[src/rtl/omux_arbiter.sv]
// Round-robin arbiter multiplexing byte packets from several sources onto the host output stream,
// with an optional source-tag header byte and a watchdog that aborts stalled packets.
//
// state | meaning
// IDLE  | no packet in flight; arbitrate among requesting sources
// HDR   | presenting the tag header byte for the granted source
// DATA  | forwarding bytes of the granted source until its last byte is consumed
module omux_arbiter #(
  parameter int         SRC_COUNT = 2,
  parameter int         HEADER    = 1,
  parameter logic [3:0] HDR_TAG   = 4'hA,
  parameter int         TIMEOUT   = 1023
) (
  input  logic                   clk_i,
  input  logic                   reset_i,
  input  logic [SRC_COUNT-1:0]   src_req_i,
  input  logic [8*SRC_COUNT-1:0] src_data_i,
  input  logic [SRC_COUNT-1:0]   src_last_i,
  output logic [SRC_COUNT-1:0]   src_ack_o,
  output logic [7:0]             omux_data_o,
  output logic                   omux_req_o,
  input  logic                   omux_sel_i,
  output logic [3:0]             grant_o,
  output logic                   busy_o,
  output logic                   abort_o
);

  localparam int WD_W = (TIMEOUT > 1) ? $clog2(TIMEOUT + 1) : 1;
  localparam logic [WD_W-1:0] WD_LAST = WD_W'((TIMEOUT > 0) ? TIMEOUT - 1 : 0);

  typedef enum logic [1:0] {IDLE, HDR, DATA} state_t;

  state_t          state_q;
  logic [3:0]      grant_q;
  logic [3:0]      last_grant_q;
  logic [WD_W-1:0] wd_q;
  logic            abort_q;

  logic [3:0] pick;
  logic       found;
  logic       cur_req;
  logic       cur_last;
  logic [7:0] cur_data;
  logic       ack;
  logic       wd_hit;

  always_comb begin
    cur_req  = 1'b0;
    cur_last = 1'b0;
    cur_data = 8'h00;
    for (int i = 0; i < SRC_COUNT; i++) begin
      if (grant_q == 4'(i)) begin
        cur_req  = src_req_i[i];
        cur_last = src_last_i[i];
        cur_data = src_data_i[8*i +: 8];
      end
    end
  end

  // Scan last_grant+1, +2, ... so the previous winner is considered last.
  always_comb begin
    pick  = last_grant_q;
    found = 1'b0;
    for (int k = 1; k <= SRC_COUNT; k++) begin
      for (int i = 0; i < SRC_COUNT; i++) begin
        if (!found && src_req_i[i] && (i == ((int'(last_grant_q) + k) % SRC_COUNT))) begin
          found = 1'b1;
          pick  = 4'(i);
        end
      end
    end
  end

  assign ack    = (state_q == DATA) && omux_sel_i && cur_req;
  assign wd_hit = (TIMEOUT != 0) && (state_q == DATA) && !cur_req && (wd_q == WD_LAST);

  always_comb begin
    src_ack_o = '0;
    for (int i = 0; i < SRC_COUNT; i++) begin
      src_ack_o[i] = ack && (grant_q == 4'(i));
    end
  end

  always_comb begin
    omux_req_o  = 1'b0;
    omux_data_o = 8'h00;
    if (state_q == HDR) begin
      omux_req_o  = 1'b1;
      omux_data_o = {HDR_TAG, grant_q};
    end else if (state_q == DATA && cur_req) begin
      omux_req_o  = 1'b1;
      omux_data_o = cur_data;
    end
  end

  assign grant_o = grant_q;
  assign busy_o  = (state_q != IDLE);
  assign abort_o = abort_q;

  always_ff @(posedge clk_i) begin
    if (reset_i) begin
      state_q      <= IDLE;
      grant_q      <= 4'h0;
      last_grant_q <= 4'(SRC_COUNT - 1);
      wd_q         <= '0;
      abort_q      <= 1'b0;
    end else begin
      abort_q <= 1'b0;
      case (state_q)
        IDLE: begin
          wd_q <= '0;
          if (|src_req_i) begin
            grant_q <= pick;
            state_q <= (HEADER != 0) ? HDR : DATA;
          end
        end
        HDR: begin
          wd_q <= '0;
          if (omux_sel_i) state_q <= DATA;
        end
        DATA: begin
          if (ack) begin
            wd_q <= '0;
            if (cur_last) begin
              state_q      <= IDLE;
              last_grant_q <= grant_q;
            end
          end else if (!cur_req) begin
            if (wd_hit) begin
              state_q      <= IDLE;
              last_grant_q <= grant_q;
              abort_q      <= 1'b1;
              wd_q         <= '0;
            end else if (TIMEOUT != 0) begin
              wd_q <= wd_q + WD_W'(1);
            end
          end
        end
        default: state_q <= IDLE;
      endcase
    end
  end

endmodule

[config.mk]
export PLATFORM = sky130hd
export DESIGN_NAME = omux_arbiter
export DESIGN_NICKNAME = d
export VERILOG_FILES = /design/src/rtl/omux_arbiter.sv
export SDC_FILE = /design/constraint.sdc
export NUM_CORES = 1
export LEC_CHECK = 0
export CAP_MARGIN = 5
export CORE_MARGIN = 2
export CORE_UTILIZATION = 44
export DETAILED_ROUTE_END_ITERATION = 10
export GPL_ROUTABILITY_DRIVEN = 0
export PLACE_DENSITY = 0.86
export SYNTH_ARGS = -nofsm -noshare
export SYNTH_HDL_FRONTEND = slang
export SYNTH_SLANG_ARGS = --single-unit
[constraint.sdc]
create_clock -name clk_i -period 2.3 [get_ports clk_i]
set_input_delay 0.23 -clock clk_i [delete_from_list [all_inputs] [get_ports clk_i]]
set_output_delay 0.23 -clock clk_i [all_outputs]
set_load 0.05 [all_outputs]
* Yosys cells after proc, flatten, opt, wreduce, memory -nomap -nowiden
Index checks and enable logic that the tools add are counted.
** Word-level totals
- Bits of input ports :: 23
- Register bits after elaboration :: 21
- Logic and storage cells :: 89
** Cells by class
- Bitwise operators :: 3
- Add/sub/neg operators :: 3
- Reduce and logical (&&, ||, !) cells :: 32
- Mux-type cells :: 33
- Equality and inequality tests :: 13
** Operator list (number)
- 32-bit zero test :: 2
- 4-bit 2-to-1 mux :: 8
- 8-bit 2-to-1 mux :: 4
- 10-bit 2-to-1 mux :: 3
- 10-bit case mux with 2 select lines :: 1
- 1-bit logical AND :: 14
- 2-bit 2-to-1 mux :: 6
- 10-bit by 1-bit adder with 10-bit output, second input constant :: 1
- 10-bit == test, second input constant :: 1
- 1-bit 2-to-1 mux :: 10
- 3-bit inequality test, second input constant :: 3
- 2-bit inequality test, second input constant :: 3
- 2-bit case mux with 3 select lines :: 1
- 2-bit nonzero test :: 3
- 5-bit AND reduction :: 1
- 2-bit == test, first input constant :: 2
- 4-bit by 1-bit == test with 1-bit output, second input constant :: 1
- 1-bit zero test :: 4
- 4-bit zero test :: 1
- 2-bit AND reduction :: 2
- 4-bit AND reduction :: 1
- 2-bit OR reduction :: 2
- 4-bit OR reduction :: 1
- 1-bit adder, second input constant :: 2
- other kinds (6) :: 7

* Depth between registers and ports, before layout
- Depth after elaboration :: 17
- Mapped depth :: 6
- Depth with buffers taken out :: 6

* Least setup slack after synthesis
Ideal clock, no wire load.
- Kind :: flip-flop to output port
- Start point :: register grant_q[0] (netlist: grant_o[0])
- End point :: output port src_ack_o[1]
- Slack :: -0.351 ns
- Arrival :: 2.421 ns
- Stages on the path, launching flop included :: 4
- Buffers on the path :: 1
- Required time :: 2.070 ns
- Path through :: dfxtp_1 buf_1 inv_1 nor3_1
** On the way
- Cells in the longest elaborated chain, start to end :: 5
- Elaborated cells on any way between the ends :: 6
- Those cells by class :: 1 x eq/ne; 2 x mux; 3 x reduce/logical
** RTL lines
- from (decl) :: line 34 : logic [3:0] grant_q;
- from (signal assigned) :: line 113 : grant_q <= pick;
- 4-bit zero test :: line 52 : if (grant_q == 4'(i)) begin
- 1-bit 2-to-1 mux (2 in series) :: line 52
- 1-bit logical AND :: line 74 : assign ack = (state_q == DATA) && omux_sel_i && cur_req;
- 1-bit logical AND * :: line 80 : src_ack_o[i] = ack && (grant_q == 4'(i));
- to (decl) :: line 19 : output logic [SRC_COUNT-1:0] src_ack_o,
Mark *: on every way between the ends. The rest lies on a longest branch, timed or not.

* Worst setup path after layout
- Start point :: register grant_q[0] (netlist: grant_o[0])
- End point :: output port omux_data_o[7]
** On the way
- Cells in the longest elaborated chain, start to end :: 6
- Elaborated cells on any way between the ends :: 9
- Those cells by class :: 1 x eq/ne; 6 x mux; 2 x reduce/logical
** RTL lines
- 4-bit zero test :: line 52
- 1-bit 2-to-1 mux (2 in series) :: line 52
- 1-bit logical AND :: line 90 : end else if (state_q == DATA && cur_req) begin
- 8-bit 2-to-1 mux * :: line 90
- 8-bit 2-to-1 mux * :: line 87 : if (state_q == HDR) begin
- to (decl) :: line 20 : output logic [7:0] omux_data_o,
Marked as above.

==> summary.md <==
| Metric | Value |
|---|---|
| Power Dens Cells | `440.8 nW/um^2` |
| Antenna Cells | `0` |
| Top post-synthesis cells by area | `dfxtp_1 32%, xnor2_1 7.0%, nor2_1 6.3%, mux2i_1 6.2%, nand2_1 4.0%` |
| Initial antenna violation count | `0` |
| CP cell instances | `mux2_2 > nand3_2 > o21ai_0 > buf_12` |
| Crit path time final | `2.161 ns` |
| TritonCTS buffer count | `3` |
| Max-cap violations | `0` |
| Critical Path Stages | `4` |
| Hold Fails Final Rpt | `0` |
| Pin count of the biggest net entering global routing | `13` |
| Share of layout cells above drive strength 1 | `20.35%` |
| Num Clock Sinks | `18` |
| Pins Over Slew Limit | `0` |
| CTS tree | `yes` |
| Average cell area after synthesis | `8.625 um^2` |
| Worst Path Buf+Inv | `1` |
| Slew at the pin closest to its max-slew limit | `0.4981 ns` |
| Postcts setup bufs | `0` |
| Worst Path Class, Setup | `register to output port` |
| Clock root buffer | `clkbuf_4` |
| Post-DP HPWL | `2.192 mm` |
| Peak supply drop | `0.0003478 V` |
| Yosys reg bits | `18` |
| Top cells by count, synth | `19 x nor2_1, 18 x dfxtp_1, 12 x nand2_1` |
| Vias in the first global route | `1,002` |
| Post-Syn Nets | `156` |
| Synth async-reset ratio | `0%` |
| Gate Count Post-Synth | `131` |
| Wire per inst | `13.78 um` |
| Cell-internal power | `0.5163 mW` |
| Sw Share | `30.20%` |
| Initial core utilization | `46.02%` |
| Register share of total power | `44.2%` |
| Critical Path Sink Type | `output port` |
| Yosys top cell by area | `dfxtp_1` |
| Post-synthesis sequential area ratio | `31.89%` |
| Max Fclk | `462.7 MHz` |
| Final hold slack | `0.4687 ns` |
| Number of fill cells | `188` |
| Post-synth top area share | `31.89%` |
| DRT Wirelength | `2.783 mm` |
| Logic pwr share | `30.1%` |
| Critical path data required time | `2.07 ns` |
| I/O Pins | `40` |
| Status | `completed` |
| Via count | `1,081` |
| Layout net count | `198` |
| Worst-case clock skew | `0.004126 ns` |
| Max incr delay on CP | `0.57 ns` |
| GRT Util Overall | `19.26%` |
| Post-Layout Cell Count | `202` |
| Top delay family on crit path | `flip-flops` |
| Die Y | `54.68 um` |
| Slowest-stage cell, CP | `dfxtp_1` |
| Count of final setup violators | `0` |
| Die width | `54.68 um` |
| Clock power frac | `25.6%` |
| Startpoint types | `register` |
| Rows | `18` |
| Hold Path Depth | `1` |
| Critical path data arrival time | `1.93 ns` |
| Congestion Overflow GR | `0` |
| Reg2reg path depth | `5` |
| Core area | `2455 um^2` |
| Cell area after synthesis | `1130 um^2` |
| Main synth FF type | `dfxtp_1` |
| First-pass GRT wire length | `4.202 mm` |
| Tcrit/Tclk final | `93.96%` |
| Placed Cells | `198` |
| Port bufs | `39` |
| DRC Markers | `0` |
| Area growth syn-to-layout | `48.51%` |
| Max Fanout on Critical Path | `12` |
| Detail Route Antenna Nets | `0` |
| Post-layout util | `68.35%` |
| RSZ-0062 raised after global routing | `false` |
| Drt first-iter violations | `14` |
| Design Area, Final | `1678 um^2` |
| Die Area | `2989 um^2` |
| Netlist cell types | `39` |
| LEAKAGE | `0.5780 nW` |
| Clk Latency, worst-skew pair | `0.29 ns` |
| Synth warn | `0` |
| Placed Area | `1627 um^2` |
| Clock Path Buffers | `2` |
| Headroom to the max-slew limit | `66.69%` |
| EDFF count, synth | `0` |
| Cell with the most instances after synthesis | `nor2_1` |
| Max H-tree Level | `1` |
| Hold Crit Class | `register to register` |
| Reg clk slew, reported paths | `0.10 ns` |
| Vias/cell | `5.351` |
| Pwr Total | `0.7396 mW` |
| Switching power | `0.2233 mW` |
| Detailed Routing Iterations Pass 1 | `4` |
[routing by layer]
metal / routed length (um) / global-route usage (%) / vias to the layer above / part of all wire (%)
li1: - / - / 546 / -
met1: 1119 / 21.26 / 483 / 40
met2: 1324 / 34.72 / 46 / 48
met3: 301 / 3.825 / 6 / 11
met4: 38 / 9.167 / 0 / 1.4
met5: 0 / 0 / - / 0
[timing repair]
action	CTS	global route
setup endpoints to repair	1	8
hold buffers	0	0
resized for setup	1	5
endpoints found under the hold margin	0	0
[power groups by stage]
stage               Sequential, mW  Clock, mW  Combinational [mW]
finish                       0.327      0.190               0.223
global route                 0.329      0.209               0.236
CTS                          0.327      0.195               0.222
detailed placement           0.334          0               0.221
global placement             0.334          0               0.216
floorplan                    0.336          0               0.123
[cells by family (layout without fill, tap and decap cells)]
family,Yosys count,in the layout,share of synthesized area (%)
xor gates and xnor gates,9,9,6.977
adders and majority gates,2,2,2.214
DFF,18,18,31.89
AOI/OAI and AO/OA,24,24,18.16
buffers and inverters,11,52,6.866
muxes,10,10,9.413
and+or+nand+nor,57,57,24.47
[area by class of cell]
cell class	count	area [um^2]	area share [%]
clock buffer	4	36.28	2.163
inverter	5	18.77	1.119
multi-input combinational	102	706.9	42.13
sequential	18	360.3	21.48
tap	30	37.54	2.237
timing repair buffer	43	518.0	30.87
[sequential cells by signal, summed over array words and instances, names as in the netlist]
name          flops
wd_q             10
grant_o           4
last_grant_q      1
abort_o           1
state_q           2
[layout by cell type, fill, tap and decap left out, types with 2 or more instances in the layout]
cell	instances
a211oi_1	2
a21oi_1	5
a31oi_1	2
a32oi_1	2
and2_1	3
buf_12	10
buf_4	5
clkbuf_4	3
clkdlybuf4s50_1	28
dfxtp_1	18
ha_1	2
inv_1	5
mux2_2	2
mux2i_1	7
nand2_1	12
nand3_1	6
nand4_1	4
nor2_1	19
nor3_1	3
nor3_2	2
o21ai_0	2
o21ai_1	3
xnor2_1	9
[final timing paths]
path	startpoint	end	slack [ns]
max reg2reg	grant_o[0]	wd_q[7]	0.28
max	grant_o[0]	omux_data_o[7]	0.14
min	state_q[1]	state_q[0]	0.47
min reg2reg	state_q[1]	state_q[0]	0.47
[through the flow]
step / worst slack, ns / setup TNS, ns
2_1_floorplan: -0.3510 / -2.431
3_3_place_gp: 0.2044 / 0
3_5_place_dp: 0.1021 / 0
4_1_cts: 0.002237 / 0
5_1_grt: 0.05848 / 0
6_report: 0.1389 / 0
Power figures use the tool's default switching activity.
